===== src/rtl/seq_gen.sv =====
//------------------------------------------------------------------------------
// seq_gen
//
// Serial pattern generator. On an accepted start it transmits a 4-bit PATTERN
// MSB first on x, repeated 'reps' times, with an optional idle-low gap of
// GAP_LEN cycles between repetitions. It finishes with a single-cycle done
// pulse. The x output is intended to feed a serial sequence detector.
//
// Parameters
//    PATTERN    4-bit pattern to transmit, MSB first
//    GAP_LEN    idle-low cycles between repetitions (0..7, 0 = back-to-back)
//
// Ports
//    clk         input   single clock, all state changes on the rising edge
//    rst         input   synchronous active-high reset
//    start       input   burst request, sampled only in IDLE
//    reps        input   number of repetitions, sampled with start
//    abort       input   terminates a burst in progress (SHIFT or GAP)
//    x           output  registered serial pattern bit
//    x_valid     output  high on cycles where x carries a pattern bit
//    busy        output  high while in SHIFT or GAP
//    done        output  one-cycle pulse at burst completion
//    sent_count  output  complete patterns sent in the current or last burst
//------------------------------------------------------------------------------
`timescale 1ns/1ps

module seq_gen #(
   parameter logic [3:0]  PATTERN = 4'b1011,
   parameter int unsigned GAP_LEN = 0
) (
   input  logic       clk,
   input  logic       rst,
   input  logic       start,
   input  logic [3:0] reps,
   input  logic       abort,
   output logic       x,
   output logic       x_valid,
   output logic       busy,
   output logic       done,
   output logic [3:0] sent_count
);

   typedef enum logic [1:0] {
      IDLE  = 2'd0,
      SHIFT = 2'd1,
      GAP   = 2'd2,
      DONE  = 2'd3
   } state_t;

   // The gap counter counts down to zero, so it is loaded with one less than
   // the gap length; the zero-gap build never takes the GAP branch.
   localparam bit         HAS_GAP  = (GAP_LEN > 0);
   localparam logic [2:0] GAP_LOAD = HAS_GAP ? 3'(GAP_LEN - 1) : 3'd0;

   state_t     state_q;
   logic [1:0] bitIdx_q;
   logic [3:0] repsLeft_q;
   logic [2:0] gapCnt_q;
   logic [3:0] sentCount_q;
   logic       x_q;
   logic       xValid_q;
   logic       busy_q;
   logic       done_q;

   logic [1:0] bitIdx_d;
   logic       nextBit_d;
   logic       lastRep_d;

   // bitIdx_q is the index of the bit currently on x, so the bit to present
   // next cycle is the one just below it. lastRep_d flags that the pattern
   // finishing now is the final one of the burst.
   always_comb begin
      bitIdx_d  = bitIdx_q - 2'd1;
      nextBit_d = PATTERN[bitIdx_d];
      lastRep_d = (repsLeft_q == 4'd1);
   end

   // Single state machine with registered outputs. Every transition writes
   // the output registers for the state being entered, so x, x_valid, busy
   // and done line up with the state they describe. Abort is tested before
   // any completion logic so that it always wins over a done pulse and never
   // credits the pattern that was in flight.
   always_ff @(posedge clk) begin
      if (rst) begin
         state_q     <= IDLE;
         bitIdx_q    <= 2'd0;
         repsLeft_q  <= 4'd0;
         gapCnt_q    <= 3'd0;
         sentCount_q <= 4'd0;
         x_q         <= 1'b0;
         xValid_q    <= 1'b0;
         busy_q      <= 1'b0;
         done_q      <= 1'b0;
      end else begin
         case (state_q)
            IDLE: begin
               x_q      <= 1'b0;
               xValid_q <= 1'b0;
               busy_q   <= 1'b0;
               done_q   <= 1'b0;
               if (start) begin
                  sentCount_q <= 4'd0;
                  if (reps != 4'd0) begin
                     repsLeft_q <= reps;
                     bitIdx_q   <= 2'd3;
                     x_q        <= PATTERN[3];
                     xValid_q   <= 1'b1;
                     busy_q     <= 1'b1;
                     state_q    <= SHIFT;
                  end else begin
                     done_q  <= 1'b1;
                     state_q <= DONE;
                  end
               end
            end

            SHIFT: begin
               if (abort) begin
                  x_q      <= 1'b0;
                  xValid_q <= 1'b0;
                  busy_q   <= 1'b0;
                  state_q  <= IDLE;
               end else if (bitIdx_q == 2'd0) begin
                  sentCount_q <= sentCount_q + 4'd1;
                  repsLeft_q  <= repsLeft_q - 4'd1;
                  if (lastRep_d) begin
                     x_q      <= 1'b0;
                     xValid_q <= 1'b0;
                     busy_q   <= 1'b0;
                     done_q   <= 1'b1;
                     state_q  <= DONE;
                  end else if (HAS_GAP) begin
                     x_q      <= 1'b0;
                     xValid_q <= 1'b0;
                     gapCnt_q <= GAP_LOAD;
                     state_q  <= GAP;
                  end else begin
                     bitIdx_q <= 2'd3;
                     x_q      <= PATTERN[3];
                  end
               end else begin
                  bitIdx_q <= bitIdx_d;
                  x_q      <= nextBit_d;
               end
            end

            GAP: begin
               if (abort) begin
                  busy_q  <= 1'b0;
                  state_q <= IDLE;
               end else if (gapCnt_q == 3'd0) begin
                  bitIdx_q <= 2'd3;
                  x_q      <= PATTERN[3];
                  xValid_q <= 1'b1;
                  state_q  <= SHIFT;
               end else begin
                  gapCnt_q <= gapCnt_q - 3'd1;
               end
            end

            DONE: begin
               x_q      <= 1'b0;
               xValid_q <= 1'b0;
               busy_q   <= 1'b0;
               done_q   <= 1'b0;
               state_q  <= IDLE;
            end

            default: begin
               x_q      <= 1'b0;
               xValid_q <= 1'b0;
               busy_q   <= 1'b0;
               done_q   <= 1'b0;
               state_q  <= IDLE;
            end
         endcase
      end
   end

   assign x          = x_q;
   assign x_valid    = xValid_q;
   assign busy       = busy_q;
   assign done       = done_q;
   assign sent_count = sentCount_q;

endmodule


===== config.mk =====
export PLATFORM = sky130hd
export DESIGN_NAME = seq_gen
export DESIGN_NICKNAME = d
export VERILOG_FILES = /design/src/rtl/seq_gen.sv
export SDC_FILE = /design/constraint.sdc
export NUM_CORES = 1
export LEC_CHECK = 0
export CAP_MARGIN = 25
export CELL_PAD_IN_SITES_DETAIL_PLACEMENT = 2
export CELL_PAD_IN_SITES_GLOBAL_PLACEMENT = 2
export CORE_AREA = 2 2 62 64
export DETAILED_ROUTE_END_ITERATION = 12
export DIE_AREA = 0 0 64 66
export PLACE_DENSITY_LB_ADDON = 0.1
export SKIP_LAST_GASP = 1
export SYNTH_ARGS = -nofsm -noshare
export SYNTH_HDL_FRONTEND = slang
export SYNTH_SLANG_ARGS = --single-unit

===== constraint.sdc =====
create_clock -name clk -period 2.15 [get_ports clk]
set_input_delay 0.215 -clock clk [delete_from_list [all_inputs] [get_ports clk]]
set_output_delay 0.215 -clock clk [all_outputs]
set_load 0.05 [all_outputs]

==> flow_summary.toml, run 1 <==
[run_status]
status = "finished, final reports clean"

[clock_tree]
clockRootBuffer = "clkbuf_4"
cts-htree-levels = 1
cts_hold_buf = 0
ctsResizeCount = 0
cts_made_buffers = 3
cts_tree = "yes"
cts_setup_buffers = 0
cts.sinks = 19
clk_latency_ns = 0.31
clk_path_buf_depth = 2
cts.clk_slew.worst_paths_ns = 0.12

[finish]
drive_gt1_share_pct = 12.1
postLayoutCellArea_mm2 = 0.00136
fillers = 408
syn_to_final_growth_pct = 20.1
design.final.nets = 156
fin_util_pct = 38.3
final_common_cell = "dfxtp_1"
insertedDiodeCount = 0
final_cell_mix = "dfxtp_1 (19), clkdlybuf4s50_1 (15), nor2_1 (14), a21oi_1 (10), inv_1 (9)"

[setup_path]
cp-end-kind = "primary output"
worst-path-buf-inv = 1
worstPathCellList = "clkdlybuf4s50_1"
critPathLaunchType = "flip-flop"
cpLargestDelayFamily = "buffers and inverters"
required_ns = 1.93
rrSetupSlack_ns = 0.41
crit_type = "flip-flop to primary output"
crit_arrival_ns = 1.56
rr_worst_depth = 4
crit_fanout = 4
reg2reg_from = "state_q[1]$_SDFFE_PP0P_"
slowest_delay_ns = 0.83
crit_slowest_cell = "clkdlybuf4s50_1"
r2r-end = "bitIdx_q[1]$_SDFFE_PP0P_"

[place]
globalplace.congestion = 0.752
hpwl_um = 2280
io_buffers = 15
place_area_mm2 = 0.00133

[routing]
wl_per_cell_um = 15.5
vias_per_cell = 5.17
antenna_left = 0
drc = 0
first_pass_iters = 2
vias = 972
drtIter0Drc = 39
wl_um = 2910

[yosys]
yosysSeqAreaShare_pct = 33.6
synthesis.nets = 138
netlist_area_mm2 = 0.00113
syn_area_per_cell_um2 = 9.21
ys_async_sr_fraction_pct = 0
ys_seq_elements = 19
synth-main-ff-cell = "dfxtp_1"
postSynthCellCount = 123
synth_cell_types = 47
synth_edf_count = 0
yosys_warnings = 0

[global_route]
grt_max_degree = 16
overflow = 0
grt_pass1_vias = 1034
antenna_found_initial = 0
grt_pass1_wl_um = 5060
grt_use_total_pct = 15.4

[power_and_ir_drop]
power_frac_clock_pct = 24.3
internal_power_mw = 0.529
p_leak_nw = 0.484
p_total_mw = 0.776
pwr_density_cell_mw_per_mm2 = 571
p_sw_share_pct = 31.8
switchingPower_mw = 0.247
p_seq_share_pct = 50.3
combPwrFrac_pct = 25.4
peakVddDrop_mv = 0.214

[floorplan]
die_area_mm2 = 0.00422
die_y_um = 66
core-area_mm2 = 0.00355
die_w_um = 64
initial_utilization_pct = 31.9
ios = 16
rows = 22

[hold_path]
whs_path_depth = 2
min-delay-start = "gapCnt_q[2]$_SDFFE_PP0P_"
hold_path_end = "gapCnt_q[2]$_SDFFE_PP0P_"
min_path_type = "flip-flop to flip-flop"

[timing]
rsz0062_at_grt = "false"
clock.fmax_mhz = 563
setup_viol = 0
worstMarginPinSlew_ns = 0.505
skew_ns = 0.00907
hold_viol = 0
post-route-min-period_ns = 1.78
finalCritPeriodShare_pct = 82.6
final_max_slew_viol_count = 0
fin_setup_tns_ns = 0
slew_headroom_pct = 66.1

[job]
max-cap-violations = 0
layout make-up:
| class | count | area, um^2 | share of cell area [%] |
|---|---|---|---|
| Inverter | 9 | 33.8 | 2.48 |
| Multi-Input combinational cell | 89 | 679 | 50.0 |
| Tap cell | 48 | 60.1 | 4.42 |
| Timing Repair Buffer | 19 | 180 | 13.2 |
| Sequential cell | 19 | 380 | 28.0 |
| Clock buffer | 4 | 26.3 | 1.93 |
logic make-up (layout without fill, tap and decap cells):
logic type | after synthesis | after routing | synth area share, %
AOI/OAI and AO/OA | 33 | 33 | 22.4
buffers and inverters | 15 | 32 | 6.41
and+or+nand+nor | 45 | 45 | 26.6
DFF | 19 | 19 | 33.6
xor gates and xnor gates | 3 | 3 | 2.32
adders and majority gates | 7 | 7 | 7.73
muxes | 1 | 1 | 0.884
registers in the layout, summed over array words and instances (netlist names):
register / count
sent_count: 4
repsLeft_q: 4
gapCnt_q: 3
x_valid: 1
bitIdx_q: 2
state_q: 2
done: 1
x: 1
busy: 1
layer usage:
layer | global-route usage [%] | share of wire (%)
met3 | 2.21 | 2.1
met1 | 19.7 | 47
met4 | 4.89 | 0.83
met2 | 26.4 | 50
met5 | 0 | 0
stage by stage:
step	hold slack, ns	cells	setup WS [ns]
after floorplan	0.367	123	0.623
after global placement	0.486	184	0.297
after detailed placement	0.496	184	0.229
after CTS	0.514	188	0.345
after global routing	0.555	188	0.219
final	0.513	188	0.374
power by group through the flow:
stage | combinational [mW] | sequential [mW] | clock, mW
after CTS | 0.200 | 0.391 | 0.202
after global placement | 0.193 | 0.397 | 0
after floorplan | 0.117 | 0.416 | 0
after global routing | 0.217 | 0.394 | 0.219
final | 0.197 | 0.391 | 0.188
after detailed placement | 0.199 | 0.399 | 0
how the worst max path moves through the flow:
stage / start / endpoint / slack [ns] / cells after the start
3_5_place_dp: reps[3] / repsLeft_q[3]$_SDFFE_PP0P_ / 0.23 / 5
3_3_place_gp: reps[3] / repsLeft_q[3]$_SDFFE_PP0P_ / 0.30 / 5
4_1_cts: sent_count[0]$_SDFFE_PP0P_ / sent_count[0] / 0.35 / 1
5_1_grt: state_q[1]$_SDFFE_PP0P_ / bitIdx_q[1]$_SDFFE_PP0P_ / 0.22 / 4
2_1_floorplan: bitIdx_q[0]$_SDFFE_PP0P_ / repsLeft_q[2]$_SDFFE_PP0P_ / 0.62 / 6
6_report: sent_count[0]$_SDFFE_PP0P_ / sent_count[0] / 0.37 / 1
synth_stat cells (2+ instances only):
cell type / number / area share [%]
a211oi_1: 6 / 4.0
a21o_1: 2 / 1.3
a21oi_1: 10 / 4.4
a221oi_1: 2 / 1.5
buf_4: 2 / 1.3
dfxtp_1: 19 / 34
ha_1: 7 / 7.7
inv_1: 9 / 3.0
nand2_1: 3 / 0.99
nand2b_1: 5 / 2.8
nand3_1: 2 / 0.88
nor2_1: 14 / 4.6
nor3_1: 4 / 1.8
nor3_2: 2 / 1.8
nor3b_2: 2 / 2.2
o21ai_1: 2 / 0.88
xor2_1: 2 / 1.5
(Power assumes the default switching activity.)
==> run 2: changes to the inputs <==
==> constraint.sdc (replaced) <==
create_clock -name clk -period 1.8 [get_ports clk]
set_input_delay 0.18 -clock clk [delete_from_list [all_inputs] [get_ports clk]]
set_output_delay 0.18 -clock clk [all_outputs]
set_load 0.05 [all_outputs]
==> run 2 against run 1 <==
Effect of this change: global-route usage is 0.30 points higher; sequential power grew 20%; first-iteration DRC count down 26%; critical endpoint is now sent_count[1].
==> flow_summary.toml, run 2 (synthesis gave the netlist of run 1 again) <==
[finish]
drive_gt1_share_pct = 16.0
design.final.nets = 160
insertedDiodeCount = 0
syn_to_final_growth_pct = 23.3
fillers = 393
final_cell_mix = "dfxtp_1 (18), nor2_1 (14), clkdlybuf4s50_1 (14), a21oi_1 (10), inv_1 (9)"
final_common_cell = "dfxtp_1"

[timing]
setup_viol = 0
worstMarginPinSlew_ns = 0.506
finalCritPeriodShare_pct = 94.6
slew_headroom_pct = 66.2
skew_ns = 0.00331
post-route-min-period_ns = 1.70
rsz0062_at_grt = "false"
clock.fmax_mhz = 587
hold_viol = 0
setup_ws_ns = 0.0965
final_max_slew_viol_count = 0
whs_ns = 0.520

[routing]
drc = 0
vias_per_cell = 5.10
wl_per_cell_um = 15.4
drtIter0Drc = 29
first_pass_iters = 2
wl_um = 2960
antenna_left = 0
vias = 979

[power_and_ir_drop]
pwr_density_cell_mw_per_mm2 = 675
switchingPower_mw = 0.302
p_sw_share_pct = 32.1
p_leak_nw = 0.522
internal_power_mw = 0.640
power_frac_clock_pct = 24.4
peakVddDrop_mv = 0.266
p_seq_share_pct = 49.9
combPwrFrac_pct = 25.7

[setup_path]
reg2reg_from = "bitIdx_q[0]$_SDFFE_PP0P_"
rr_worst_depth = 6
cpLargestDelayFamily = "buffers and inverters"
crit_type = "flip-flop to primary output"
r2r-end = "repsLeft_q[2]$_SDFFE_PP0P_"
cp-end-kind = "primary output"
crit_arrival_ns = 1.52
worst-path-buf-inv = 1
required_ns = 1.62
crit_fanout = 4
slowest_delay_ns = 0.82
worstPathCellList = "clkdlybuf4s50_1"
crit_slowest_cell = "clkdlybuf4s50_1"
critPathLaunchType = "flip-flop"
rrSetupSlack_ns = 0.14

[clock_tree]
cts.clk_slew.worst_paths_ns = 0.12
cts-htree-levels = 1
cts_made_buffers = 3
cts_tree = "yes"
clk_path_buf_depth = 2
clockRootBuffer = "clkbuf_4"
cts.sinks = 19
clk_latency_ns = 0.30

[global_route]
grt_max_degree = 15
grt_pass1_wl_um = 5020
overflow = 0
grt_use_total_pct = 15.7
antenna_found_initial = 0
grt_pass1_vias = 1047

[floorplan]
die_area_mm2 = 0.00422
die_w_um = 64
ios = 16
rows = 22
core-area_mm2 = 0.00355
die_y_um = 66
initial_utilization_pct = 31.9

[job]
max-cap-violations = 0

[hold_path]
min_path_type = "flip-flop to flip-flop"
hold_path_end = "x$_SDFFE_PP0P_"
min-delay-start = "x$_SDFFE_PP0P_"
whs_path_depth = 2

[place]
io_buffers = 15
hpwl_um = 2390
globalplace.congestion = 0.759
preCtsSetupSlack_ns = -0.0264

[run_status]
status = "finished, final reports clean"
==> run 2: cell type report <==
| type | instances | area (um^2) | area share, % |
|---|---|---|---|
| clock buffers | 4 | 26.3 | 1.88 |
| flip-flops and latches | 19 | 382 | 27.3 |
| multi-input cells | 89 | 682 | 48.8 |
| repair buffers | 23 | 213 | 15.2 |
| inverters | 9 | 33.8 | 2.42 |
| well taps | 48 | 60.1 | 4.30 |
==> run 2: worst max-delay path by stage <==
stage	from	endpoint	cells after the start
final	sent_count[1]$_SDFFE_PP0P_	sent_count[1]	1
after global routing	sent_count[1]$_SDFFE_PP0P_	sent_count[1]	1
after CTS	sent_count[0]$_SDFFE_PP0P_	sent_count[0]	1
after detailed placement	reps[3]	repsLeft_q[3]$_SDFFE_PP0P_	5
after global placement	reps[3]	repsLeft_q[3]$_SDFFE_PP0P_	5
after floorplan	bitIdx_q[0]$_SDFFE_PP0P_	repsLeft_q[2]$_SDFFE_PP0P_	6
==> run 2: through the flow <==
stage | total power, mW | utilization, % | instance area (um^2) | setup TNS (ns) | instances
final | 0.942 | 39.3 | 1400 | 0 | 192
after global routing | 1.00 | 39.3 | 1400 | 0 | 192
after CTS | 0.959 | 38.9 | 1380 | 0 | 191
after detailed placement | 0.721 | 38.2 | 1360 | -0.0264 | 187
after global placement | 0.710 | 38.2 | 1360 | 0 | 187
after floorplan | 0.636 | - | 1130 | 0 | 123
==> run 2: routing by layer <==
metal  part of all wire, %  GRT usage (%)  vias up
met3                   1.9           2.56        4
met1                    47           19.3      480
met5                     0              0        -
met2                    49           27.1       10
li1                      -              -      485
met4                   1.6           6.52        0
==> run 2: power groups by stage <==
| stage | Sequential [mW] | Clock [mW] | Combinational [mW] |
|---|---|---|---|
| floorplan | 0.496 | 0 | 0.139 |
| global placement | 0.478 | 0 | 0.233 |
| detailed placement | 0.479 | 0 | 0.242 |
| CTS | 0.470 | 0.247 | 0.242 |
| global route | 0.474 | 0.262 | 0.269 |
| finish | 0.470 | 0.230 | 0.242 |
==> run 2: repair_timing <==
action	4_1_cts	5_1_grt
resized for setup	0	3
setup buffers	0	1
hold buffers	0	0
setup endpoints to repair	0	6
